$ cat src/rtl/window_pkg.sv
// ---------------------------------------------------------------------------
// window_pkg
// Shared types and helpers for the 3x3 sliding-window generator.
//   K          : window edge length (3)
//   DATA_WIDTH : bits per pixel
//   pixel_t    : one pixel
//   column_t   : K vertically aligned pixels, index 0 = oldest row (r-2)
//   window_t   : K rows of K pixels, element (i,j) = w[i][j]
//   pack_window / unpack_window convert between window_t and the flat
//   output bus, where element (i,j) lives at [(K*i+j)*DATA_WIDTH +: DATA_WIDTH].
// ---------------------------------------------------------------------------
package window_pkg;

  localparam int K          = 3;
  localparam int DATA_WIDTH = 16;

  typedef logic [DATA_WIDTH-1:0] pixel_t;
  typedef pixel_t  column_t [K];
  typedef column_t window_t [K];

  function automatic logic [K*K*DATA_WIDTH-1:0] pack_window(input window_t w);
    logic [K*K*DATA_WIDTH-1:0] flat;
    flat = '0;
    for (int i = 0; i < K; i++) begin
      for (int j = 0; j < K; j++) begin
        flat[(K*i+j)*DATA_WIDTH +: DATA_WIDTH] = w[i][j];
      end
    end
    return flat;
  endfunction

  function automatic void unpack_window(input logic [K*K*DATA_WIDTH-1:0] flat,
                                        output window_t w);
    for (int i = 0; i < K; i++) begin
      for (int j = 0; j < K; j++) begin
        w[i][j] = flat[(K*i+j)*DATA_WIDTH +: DATA_WIDTH];
      end
    end
  endfunction

endpackage

$ cat src/rtl/window_col_shift.sv
// ---------------------------------------------------------------------------
// window_col_shift
// K-deep shift register of pixel columns. Slot 0 is the oldest column
// (c-2), slot K-1 the newest (c). On en the columns move one slot toward
// slot 0 and col_in enters slot K-1.
// Ports:
//   clk     in   clock, rising edge
//   rst_n   in   asynchronous active-low reset, clears every slot
//   en      in   shift enable
//   col_in  in   incoming column
//   col_q   out  registered columns
//   col_d   out  post-shift view (what col_q becomes if en is high);
//                lets the parent register a window in the same cycle
//                the column is accepted
// ---------------------------------------------------------------------------
module window_col_shift
  import window_pkg::*;
(
  input  logic    clk,
  input  logic    rst_n,
  input  logic    en,
  input  column_t col_in,
  output column_t col_q [K],
  output column_t col_d [K]
);

  always_comb begin
    for (int j = 0; j < K-1; j++) begin
      col_d[j] = col_q[j+1];
    end
    col_d[K-1] = col_in;
  end

  always_ff @(posedge clk or negedge rst_n) begin
    if (!rst_n) begin
      for (int j = 0; j < K; j++) begin
        for (int i = 0; i < K; i++) begin
          col_q[j][i] <= '0;
        end
      end
    end else if (en) begin
      col_q <= col_d;
    end
  end

endmodule

$ cat src/rtl/window_3x3_gen.sv
// ---------------------------------------------------------------------------
// window_3x3_gen
// Sliding 3x3 window generator fed by the line-buffer chain. Each accepted
// beat carries one column of three vertically aligned taps; the block keeps
// the last three columns and emits a 3x3 window per valid image position.
//
// Optional build macro: WINDOW_GEN_PAD_EN
//   defined   : causal zero padding, one window per accepted pixel;
//               elements above row 0 or left of col 0 are forced to 0
//   undefined : only windows fully inside the image (r>=2, c>=2)
//
// Ports:
//   clk        in   clock, rising edge
//   rst        in   asynchronous active-low reset
//   tap_in     in   [0+:DW]=row r, [DW+:DW]=row r-1, [2DW+:DW]=row r-2
//   tap_valid  in   tap_in valid
//   tap_ready  out  tap_in accepted this cycle when tap_valid is high
//   win_out    out  element (i,j) at [(3i+j)*DW +: DW]; i=0 row r-2, j=0 col c-2
//   win_valid  out  win_out valid
//   win_ready  in   consumer takes win_out
//   win_last   out  last window of the frame (qualified by win_valid)
//
// Handshake: a transfer happens on a rising edge where valid and ready are
// both high; a source holding valid keeps its payload stable until ready.
// Pixel width comes from window_pkg::DATA_WIDTH.
// ---------------------------------------------------------------------------
module window_3x3_gen
  import window_pkg::*;
#(
  parameter int IMG_WIDTH  = 10,
  parameter int IMG_HEIGHT = 10
) (
  input  logic                      clk,
  input  logic                      rst,
  input  logic [K*DATA_WIDTH-1:0]   tap_in,
  input  logic                      tap_valid,
  output logic                      tap_ready,
  output logic [K*K*DATA_WIDTH-1:0] win_out,
  output logic                      win_valid,
  input  logic                      win_ready,
  output logic                      win_last
);

  localparam int DW = DATA_WIDTH;
  localparam int CW = $clog2(IMG_WIDTH);
  localparam int RW = $clog2(IMG_HEIGHT);

  localparam logic [CW-1:0] COL_LAST = CW'(IMG_WIDTH - 1);
  localparam logic [RW-1:0] ROW_LAST = RW'(IMG_HEIGHT - 1);

  logic [CW-1:0] col;
  logic [RW-1:0] row;
  logic          accept;
  logic          col_wrap;
  logic          row_wrap;
  logic          emit;

  column_t       col_in;
  column_t       col_q [K];
  column_t       col_d [K];
  window_t       win_d;

  // One output register stage: a new tap may enter whenever the output
  // slot is empty or is being drained this cycle.
  assign tap_ready = rst & (~win_valid | win_ready);
  assign accept    = tap_valid & tap_ready;
  assign col_wrap  = (col == COL_LAST);
  assign row_wrap  = (row == ROW_LAST);

  // Raster position of the pixel currently presented on tap_in.
  always_ff @(posedge clk or negedge rst) begin
    if (!rst) begin
      col <= '0;
      row <= '0;
    end else if (accept) begin
      if (col_wrap) begin
        col <= '0;
        row <= row_wrap ? '0 : row + 1'b1;
      end else begin
        col <= col + 1'b1;
      end
    end
  end

  // Column slot index 0 is the oldest row (r-2), which sits in the top tap.
  always_comb begin
    for (int i = 0; i < K; i++) begin
      col_in[i] = tap_in[(K-1-i)*DW +: DW];
    end
  end

  window_col_shift u_col_shift (
    .clk    (clk),
    .rst_n  (rst),
    .en     (accept),
    .col_in (col_in),
    .col_q  (col_q),
    .col_d  (col_d)
  );

  // Transpose the post-shift columns into row-major window order.
  // At the start of a row the older columns hold stale pixels from the
  // previous row; they are either suppressed (emit) or zeroed (padding).
  always_comb begin
    for (int i = 0; i < K; i++) begin
      for (int j = 0; j < K; j++) begin
        win_d[i][j] = col_d[j][i];
`ifdef WINDOW_GEN_PAD_EN
        if ((i + int'(row) < K-1) || (j + int'(col) < K-1)) begin
          win_d[i][j] = '0;
        end
`endif
      end
    end
  end

`ifdef WINDOW_GEN_PAD_EN
  assign emit = 1'b1;
`else
  assign emit = (row >= RW'(K-1)) && (col >= CW'(K-1));
`endif

  always_ff @(posedge clk or negedge rst) begin
    if (!rst) begin
      win_out   <= '0;
      win_valid <= 1'b0;
      win_last  <= 1'b0;
    end else if (accept) begin
      // accept implies the output slot is free or draining this cycle.
      win_valid <= emit;
      win_last  <= emit & row_wrap & col_wrap;
      if (emit) begin
        win_out <= pack_window(win_d);
      end
    end else if (win_ready) begin
      win_valid <= 1'b0;
      win_last  <= 1'b0;
    end
  end

endmodule

$ cat config.mk
export PLATFORM = sky130hd
export DESIGN_NAME = window_3x3_gen
export DESIGN_NICKNAME = d
export VERILOG_FILES = /design/src/rtl/window_pkg.sv /design/src/rtl/window_col_shift.sv /design/src/rtl/window_3x3_gen.sv
export SDC_FILE = /design/constraint.sdc
export NUM_CORES = 1
export LEC_CHECK = 0
export BUFFER_PORTS_ARGS = -buffer_cell sky130_fd_sc_hd__buf_2
export CAP_MARGIN = 20
export CORE_ASPECT_RATIO = 1.75
export CORE_UTILIZATION = 30
export DETAILED_ROUTE_END_ITERATION = 16
export GPL_ROUTABILITY_DRIVEN = 0
export PLACE_DENSITY_LB_ADDON = 0.05
export SLEW_MARGIN = 20
export SYNTH_ARGS = -nofsm -noshare
export SYNTH_HDL_FRONTEND = slang
export SYNTH_SLANG_ARGS = --single-unit
$ cat constraint.sdc
create_clock -name clk -period 2.1 [get_ports clk]
set_input_delay 0 -clock clk [delete_from_list [all_inputs] [get_ports clk]]
set_output_delay 0 -clock clk [all_outputs]
set_load 0.01 [all_outputs]
==> results.sh, run 1 <==
export IMPL_status="finished, final reports clean"
export IMPL_wire_per_inst_um=16.8
export IMPL_drv_slew=0
export IMPL_min_period_ps=1990
export IMPL_core_rowCount=86
export IMPL_hpwl_um=13500
export IMPL_fin_skew_ps=8.18
export IMPL_root_buffer="clkbuf_16"
export IMPL_dp_cells=1135
export IMPL_grt_total_usage=0.128
export IMPL_wl_met1_um=8350
export IMPL_required_ps=2510
export IMPL_p_leak_nw=5.81
export IMPL_cts_tree="yes"
export IMPL_n_antenna_cell=0
export IMPL_clk_pin_slew_ps=60
export IMPL_layout_nets=869
export IMPL_ios=199
export IMPL_drt_iter0_drc=144
export IMPL_finalWirelength_um=20700
export IMPL_clock_latency_ps=530
export IMPL_rsz0062_at_grt="no"
export IMPL_worst_setup_path_start_kind="flip-flop"
export IMPL_critPathKind="reg -> reg"
export IMPL_cts_resized=0
export IMPL_area_growth_pct=29.1
export IMPL_grt_pass1_vias=5985
export IMPL_seq_area_frac_synth=0.647
export IMPL_grt_overflow=0
export IMPL_crit_family="flip-flops"
export IMPL_fin_util=0.395
export IMPL_die_h_um=239
export IMPL_tightest_slew_ps=968
export IMPL_hp_class="in -> reg"
export IMPL_vias_per_cell=4.46
export IMPL_power_mw=18.9
export IMPL_drv_cap=0
export IMPL_grt_max_degree=152
export IMPL_clk_path_buf_depth=3
export IMPL_holdBufCountCts=50
export IMPL_critPathMaxStageDelay_ps=460
export IMPL_port_buffers=198
export IMPL_cts_max_level=1
export IMPL_synth_area_um2=9670
export IMPL_hold_violations=0
export IMPL_ir_worst_vdd_uv=752
export IMPL_dr_pass1_iters=4
export IMPL_cp_num_buf_inv=1
export IMPL_ys_seq_elements=250
export IMPL_drc=0
export IMPL_critical_path_slowest_cell="dfrtp_1"
export IMPL_postCtsSetupBuffers=0
export IMPL_wl_met2_um=10800
export IMPL_timing_slew_headroom=0.355
export IMPL_top_layer="met4"
export IMPL_antenna_left=0
export IMPL_synth_distinct_cells=27
export IMPL_drive_gt1_frac=0.598
export IMPL_p_per_area_nw_per_um2=1510
export IMPL_dr_wl_met3_um=1160
export IMPL_numCtsBuffers=26
export IMPL_core_um2=31600
export IMPL_initial_utilization=0.306
export IMPL_synthesis_nets=607
export IMPL_timing_final_crit_share=0.948
export IMPL_die_area_um2=33000
export IMPL_tns_ps=0
export IMPL_cp_cell_sequence="or3_4, o311ai_4, buf_12, mux2_2"
export IMPL_yosys_warnings=0
export IMPL_grt_pass1_wl_um=32800
export IMPL_crit_path_max_fanout=67
export IMPL_antenna_found_initial=0
export IMPL_syn_inst=555
export IMPL_cp_arrival_ps=2400
export IMPL_synth_avg_cell_area_um2=17.4
export IMPL_clock_sinks=250
export IMPL_critPathCaptureType="flip-flop"
export IMPL_finalNonFillerCells=1231
export IMPL_fmax_ghz=0.502
export IMPL_die_w_um=138
export IMPL_finalSetupViolations=0
export IMPL_vias=5491
synthesized netlist by cell type:
| cell type | number | area [µm²] |
|---|---|---|
| and4bb_2 | 1 | 12.5 |
| xnor2_1 | 3 | 26.3 |
| nand4b_1 | 1 | 8.76 |
| buf_2 | 11 | 55.1 |
| and2_2 | 1 | 7.51 |
| nor3_1 | 2 | 10.0 |
| clkbuf_1 | 1 | 3.75 |
| mux2_4 | 49 | 736 |
| o311ai_4 | 1 | 26.3 |
| or3b_2 | 1 | 8.76 |
| nand3b_1 | 1 | 7.51 |
| nand4_1 | 3 | 18.8 |
| nand2_1 | 3 | 11.3 |
| buf_6 | 1 | 11.3 |
| o211ai_1 | 2 | 15.0 |
| buf_4 | 9 | 67.6 |
| and2_1 | 2 | 12.5 |
| nand2b_1 | 2 | 12.5 |
| or3_4 | 1 | 11.3 |
| nor2b_1 | 5 | 31.3 |
| o21ai_0 | 3 | 15.0 |
| a21o_1 | 2 | 15.0 |
| mux2_2 | 191 | 2150 |
| buf_12 | 6 | 120 |
| xor2_1 | 1 | 8.76 |
| dfrtp_1 | 250 | 6260 |
| nand3_1 | 2 | 10.0 |
cell type report:
class                      instances  area (µm²)
tap                              396         495
fill                            2996       19200
multi-input combinational        277        3160
timing repair buffer             262        1720
clock inverter                     9        76.3
sequential                       250        6260
clock buffer                      37         773
flip-flops by register name, indices dropped and copies added (netlist names):
name / flops
win_out: 144
row: 4
win_last: 1
u_col_shift.col_d: 96
win_valid: 1
col: 4
path summary, 6_finish.rpt:
path                       cells after the start  slack (ps)               start                        to
max                                            4         110  row[1]$_DFFE_PN0P_    win_out[9]$_DFFE_PN0P_
min                                            4          60           tap_valid        row[1]$_DFFE_PN0P_
max reg2reg                                    4         110  row[1]$_DFFE_PN0P_    win_out[9]$_DFFE_PN0P_
min reg2reg                                    1         480  row[0]$_DFFE_PN0P_        row[0]$_DFFE_PN0P_
max in group asynchronous                      3        1150                 rst  win_out[140]$_DFFE_PN0P_
min in group asynchronous                      3          70                 rst   win_out[86]$_DFFE_PN0P_
where the power goes:
| part | internal [mW] | switching (mW) | total [mW] |
|---|---|---|---|
| clock | 2.68 | 1.88 | 4.55 |
| combinational | 3.51 | 2.57 | 6.08 |
| sequential | 6.99 | 1.24 | 8.23 |
cells in the final DEF (no fill, tap or decap), types with 4 or more instances in the layout:
| master | n |
|---|---|
| nor2b_1 | 5 |
| dlygate4sd3_1 | 50 |
| dfrtp_1 | 250 |
| buf_12 | 9 |
| mux2_2 | 191 |
| buf_2 | 197 |
| buf_4 | 4 |
| clkinv_2 | 6 |
| mux2_4 | 49 |
| clkbuf_16 | 27 |
| clkbuf_1 | 4 |
| clkbuf_8 | 6 |
cell families after synthesis:
| family | synth area share |
|---|---|
| compound gates | 0.00737 |
| xor+xnor | 0.00362 |
| buf+inv | 0.0267 |
| flops | 0.647 |
| mux | 0.299 |
| simple gates | 0.0168 |
per-layer routing:
metal,vias to the layer above,global-route usage
li1,2481,-
met1,2825,0.148
met4,0,0.0435
met2,156,0.228
met5,-,0
met3,29,0.0286
worst reg2reg max path, stage by stage, from the launching register on:
cell	delay [ps]
dfrtp_1	460
or3_4	430
o311ai_4	100
buf_12	380
mux2_2	510
per-stage QoR:
step / hold slack [ps] / area [µm²] / worst slack (ps)
2_1_floorplan: -296 / 9670 / 340
3_3_place_gp: 23.7 / 11100 / 182
3_5_place_dp: 32.3 / 11100 / 130
4_1_cts: 20.1 / 12500 / 119
5_1_grt: 78.0 / 12500 / 49.6
6_report: 63.6 / 12500 / 110
No activity file was read; power rests on OpenSTA's default activity.
==> inputs of run 2 (changes only) <==
--- a/config.mk
+++ b/config.mk
@@ -15,4 +15,5 @@
 export SLEW_MARGIN = 20
 export SYNTH_ARGS = -nofsm -noshare
 export SYNTH_HDL_FRONTEND = slang
+export SYNTH_HIERARCHICAL = 1
 export SYNTH_SLANG_ARGS = --single-unit
==> run 2 against run 1 <==
Via count is 0.64% higher; hold slack gained 180 ps; register-to-register slack gained 110 ps; critical path type unchanged; highest routed layer unchanged; critical path depth is the same; cell area rose by 2.0%; sequential power shrank 1%.
==> results.sh, run 2 <==
export IMPL_ir_worst_vdd_uv=752
export IMPL_met1_usage=0.143
export IMPL_cp_cell_sequence="or3_1, o311ai_4, buf_12, mux2_2"
export IMPL_hold_violations=0
export IMPL_vias_per_cell=4.43
export IMPL_clk_pin_slew_ps=60
export IMPL_ff_latch_area_um2=6260
export IMPL_n_antenna_cell=0
export IMPL_core_rowCount=88
export IMPL_tns_ps=0
export IMPL_r2r_start="row[2]$_DFFE_PN0P_"
export IMPL_drc=0
export IMPL_die_area_um2=34500
export IMPL_finalWirelength_um=20700
export IMPL_wire_per_inst_um=16.6
export IMPL_required_ps=2510
export IMPL_tightest_slew_ps=967
export IMPL_grt_overflow=0
export IMPL_fin_ws_ps=220
export IMPL_met3_usage=0.0322
export IMPL_clock_sinks=250
export IMPL_crit_path_max_fanout=65
export IMPL_multi_input_area_um2=3260
export IMPL_worstSetupStartpoint="row[2]$_DFFE_PN0P_"
export IMPL_clock_latency_ps=540
export IMPL_fin_skew_ps=9.73
export IMPL_numCtsBuffers=27
export IMPL_cp_arrival_ps=2290
export IMPL_drt_iter0_drc=127
export IMPL_core_um2=33000
export IMPL_drv_slew=0
export IMPL_p_per_area_nw_per_um2=1530
export IMPL_grt_use_met2=0.219
export IMPL_timing_slew_headroom=0.355
export IMPL_critPathCaptureType="flip-flop"
export IMPL_largest_reg_flops=144
export IMPL_r2r_cells=4
export IMPL_grt_total_usage=0.124
export IMPL_p_leak_nw=5.95
export IMPL_antenna_left=0
export IMPL_grt_pass1_vias=6227
export IMPL_top_usage_layer="met2"
export IMPL_rsz0062_at_grt="no"
export IMPL_root_buffer="clkbuf_16"
export IMPL_cts_tree="yes"
export IMPL_final_common_cell="dfrtp_1"
export IMPL_ios=199
export IMPL_clk_path_buf_depth=3
export IMPL_dpl_worst_slack_ps=211
export IMPL_hpwl_um=13400
export IMPL_min_period_ps=1880
export IMPL_cts_max_level=1
export IMPL_area_growth_pct=25.9
export IMPL_yosys_warnings=6
export IMPL_syn_inst=607
export IMPL_finalSetupViolations=0
export IMPL_status="finished, final reports clean"
export IMPL_critPathKind="reg -> reg"
export IMPL_fmax_ghz=0.532
export IMPL_dr_pass1_iters=4
export IMPL_nFillCells=3177
export IMPL_worst_setup_path_start_kind="flip-flop"
export IMPL_grt_pass1_wl_um=34100
export IMPL_postCtsSetupBuffers=0
export IMPL_synth_area_um2=10100
export IMPL_initial_utilization=0.306
export IMPL_critPathMaxStageDelay_ps=420
export IMPL_critical_path_slowest_cell="dfrtp_1"
export IMPL_grt_max_degree=160
export IMPL_final_cell_mix="dfrtp_1 (250), buf_2 (197), mux2_2 (163)"
export IMPL_die_w_um=141
export IMPL_die_h_um=245
export IMPL_hp_class="in -> reg"
export IMPL_layout_nets=873
export IMPL_whs_path_depth=3
export IMPL_synthesis_nets=659
export IMPL_antenna_found_initial=0
export IMPL_regMostFlops="win_out"
export IMPL_synth_avg_cell_area_um2=16.7
export IMPL_drv_cap=0
export IMPL_timing_final_crit_share=0.895
export IMPL_hold_start="tap_in[9]"
export IMPL_port_buffers=198
export IMPL_drive_gt1_frac=0.596
export IMPL_vias=5526
## run 2: cell count changes in the layout (fill, tap and decap cells not counted), moves of 3 or more
cell	previous run	this run
bufinv_16	1	6
mux2_4	49	78
mux2_2	191	163
clkinv_2	6	3
inv_1	0	3
## run 2: worst paths after layout
kind / to / slack (ps)
max reg2reg: win_out[142]$_DFFE_PN0P_ / 220
max in group asynchronous: u_col_shift/col_d[56]$_DFFE_PN0P_ / 850
max: win_out[142]$_DFFE_PN0P_ / 220
min reg2reg: row[0]$_DFFE_PN0P_ / 480
min: u_col_shift/col_d[57]$_DFFE_PN0P_ / 240
min in group asynchronous: u_col_shift/col_d[114]$_DFFE_PN0P_ / 280
## run 2: metal layers
layer	wire length (µm)	vias to the layer above
li1	-	2502
met4	446	0
met1	8270	2839
met5	0	-
met3	1350	29
met2	10700	156
## run 2: where the power goes
group	total (mW)	internal, mW	switching [mW]
registers	8.14	6.96	1.18
clock network	5.27	3.34	1.94
logic	6.06	3.50	2.56
total	19.5	13.8	5.69
## run 2: area by class of cell
type                       instances  share of cell area
sequential                       250               0.491
multi-input combinational        276               0.256
timing repair buffer             263               0.134
clock buffer                      38              0.0618
tap                              405              0.0398
clock inverter                    11              0.0166
inverter                           3            0.000884
## run 2: what timing repair did
action | 4_1_cts | 5_1_grt
resized for setup | 0 | 0
hold endpoints to repair | 351 | 0
hold buffers | 52 | 0
## run 2: worst max-delay path: cells and delay by family, from the launching register on
kind | cells | cell delay [ps]
mux | 1 | 390
flops | 1 | 420
compound gates | 1 | 120
buf+inv | 1 | 370
simple gates | 1 | 410
## run 2: metrics by stage
| stage | utilization | area (µm²) | cells | hold slack (ps) | power (mW) |
|---|---|---|---|---|---|
| 2_1_floorplan | - | 10100 | 607 | -296 | 11.9 |
| 3_3_place_gp | 0.340 | 11200 | 1145 | -159 | 14.2 |
| 3_5_place_dp | 0.340 | 11200 | 1145 | -153 | 14.4 |
| 4_1_cts | 0.386 | 12700 | 1246 | 206 | 19.9 |
| 5_1_grt | 0.386 | 12700 | 1246 | 222 | 20.7 |
| 6_report | 0.386 | 12700 | 1246 | 245 | 19.5 |
==> inputs of run 3 (changes only) <==
--- a/config.mk
+++ b/config.mk
@@ -8,7 +8,7 @@
 export BUFFER_PORTS_ARGS = -buffer_cell sky130_fd_sc_hd__buf_2
 export CAP_MARGIN = 20
 export CORE_ASPECT_RATIO = 1.75
-export CORE_UTILIZATION = 30
+export CORE_UTILIZATION = 57
 export DETAILED_ROUTE_END_ITERATION = 16
 export GPL_ROUTABILITY_DRIVEN = 0
 export PLACE_DENSITY_LB_ADDON = 0.05
==> run 3 against run 2 <==
Count of clock-buffer cells in the layout decreased by 2; first-iteration DRC count increased by 15%; via count decreased by 1.7%; total power decreased by 5.0%; flip-flop and latch count unchanged; sequential power about the same; combinational power decreased by 2%; highest routed layer unchanged.
==> results.sh, run 3 (same netlist as run 2, synthesis figures left out) <==
export IMPL_cts_tree="yes"
export IMPL_p_per_area_nw_per_um2=1510
export IMPL_grt_pass1_wl_um=28800
export IMPL_initial_utilization=0.579
export IMPL_dr_pass1_iters=4
export IMPL_p_comb_frac=0.322
export IMPL_cts_max_level=1
export IMPL_drc=0
export IMPL_finalWirelength_um=18200
export IMPL_hp_class="in -> async"
export IMPL_finalSetupViolations=0
export IMPL_grt_total_usage=0.200
export IMPL_critPathKind="reg -> reg"
export IMPL_postCtsSetupBuffers=0
export IMPL_antenna_left=0
export IMPL_drv_cap=0
export IMPL_fmax_ghz=0.505
export IMPL_antenna_found_initial=0
export IMPL_min_period_ps=1980
export IMPL_tns_ps=0
export IMPL_die_h_um=178
export IMPL_ir_worst_vdd_uv=910
export IMPL_clk_pin_slew_ps=70
export IMPL_critPathCaptureType="flip-flop"
export IMPL_drv_slew=0
export IMPL_p_sw_mw=5.44
export IMPL_dpl_instance_area_um2=10900
export IMPL_fin_skew_ps=12.4
export IMPL_clock_power_share=0.238
export IMPL_dpl_worst_slack_ps=148
export IMPL_pwr_share_seq=0.441
export IMPL_hpwl_um=11300
export IMPL_numCtsBuffers=23
export IMPL_status="finished, final reports clean"
export IMPL_die_area_um2=18300
export IMPL_final_cell_mix="dfrtp_1 (250), buf_2 (197), mux2_2 (163)"
export IMPL_finalNonFillerCells=1057
export IMPL_timing_slew_headroom=0.402
export IMPL_fin_ws_ps=120
export IMPL_area_growth_pct=21.1
export IMPL_tightest_slew_ps=896
export IMPL_grt_pass1_vias=5668
export IMPL_die_w_um=103
export IMPL_drt_iter0_drc=146
export IMPL_vias_per_cell=5.14
export IMPL_nFillCells=1241
export IMPL_p_leak_nw=5.81
export IMPL_drive_gt1_frac=0.588
export IMPL_final_common_cell="dfrtp_1"
export IMPL_dp_cells=964
export IMPL_fin_area_um2=12200
export IMPL_root_buffer="clkbuf_16"
export IMPL_p_int_mw=13.1
export IMPL_clock_latency_ps=510
export IMPL_layout_nets=861
export IMPL_largest_reg_flops=144
export IMPL_clock_sinks=250
export IMPL_core_um2=17500
export IMPL_crit_path_max_fanout=58
export IMPL_core_rowCount=64
export IMPL_regMostFlops="win_out"
export IMPL_grt_max_degree=173
export IMPL_cp_arrival_ps=2360
export IMPL_ios=199
export IMPL_clk_path_buf_depth=3
export IMPL_n_antenna_cell=0
export IMPL_port_buffers=198
export IMPL_timing_final_crit_share=0.943
export IMPL_sw_frac_of_total=0.294
export IMPL_worst_setup_path_start_kind="flip-flop"
export IMPL_required_ps=2480
export IMPL_grt_overflow=0
export IMPL_vias=5431
export IMPL_hold_violations=0
export IMPL_hold_slack_ps=249
export IMPL_wire_per_inst_um=17.2
export IMPL_rsz0062_at_grt="no"
[run 3: cell count changes in the layout (fill, tap and decap cells not counted), sizes merged]
| cell | before | now |
|---|---|---|
| clkbuf | 38 | 36 |
| inv | 3 | 4 |
| clkinv | 4 | 2 |
| clkinvlp | 1 | 0 |
| buf | 211 | 204 |
| dlygate4sd3 | 52 | 51 |
| bufinv | 6 | 3 |
[run 3: layer usage]
metal	part of all wire	global-route usage	vias up
met2	0.51	0.342	147
li1	-	-	2467
met5	0	0	-
met1	0.42	0.254	2781
met4	0.023	0.0637	0
met3	0.049	0.0384	36
[run 3: per-stage QoR]
stage	utilization	total power [mW]
after floorplan	-	11.9
after global placement	0.626	13.9
after detailed placement	0.626	14.2
after CTS	0.701	18.8
after global routing	0.702	19.6
final	0.702	18.5
[run 3: cell type report]
| type | instances | area (µm²) | share of cell area |
|---|---|---|---|
| Multi-Input combinational cell | 276 | 3260 | 0.266 |
| Tap cell | 231 | 289 | 0.0236 |
| Timing Repair Buffer | 255 | 1620 | 0.132 |
| Sequential cell | 250 | 6260 | 0.511 |
| Clock buffer | 36 | 704 | 0.0575 |
| Inverter | 3 | 11.3 | 0.000919 |
| Clock inverter | 6 | 109 | 0.00889 |
[run 3: worst paths after layout]
check / from / to / slack [ps] / depth (start not counted)
max in group asynchronous: rst / win_out[109]$_DFFE_PN0P_ / 1130 / 3
max: row[1]$_DFFE_PN0P_ / win_out[24]$_DFFE_PN0P_ / 120 / 4
max reg2reg: row[1]$_DFFE_PN0P_ / win_out[24]$_DFFE_PN0P_ / 120 / 4
min: rst / row[3]$_DFFE_PN0P_ / 250 / 3
min reg2reg: row[0]$_DFFE_PN0P_ / row[0]$_DFFE_PN0P_ / 500 / 1
min in group clk: tap_in[6] / u_col_shift/col_d[54]$_DFFE_PN0P_ / 280 / 3
[run 3: power by group through the flow]
stage	registers (mW)	clock network [mW]	logic (mW)
after floorplan	8.70	0	3.21
after global placement	8.10	0	5.79
after detailed placement	8.24	0	5.94
after CTS	8.18	4.53	6.04
after global routing	8.46	4.71	6.43
final	8.16	4.40	5.95
[run 3: repair_timing]
action,CTS,global route
hold endpoints to repair,349,0
hold buffers,51,0
resized for setup,0,0
[run 3: critical path, stage by stage (launching register included)]
cell      delay (ps)
dfrtp_1          450
or3_1            450
o311ai_4         140
buf_12           390
mux2_2           380
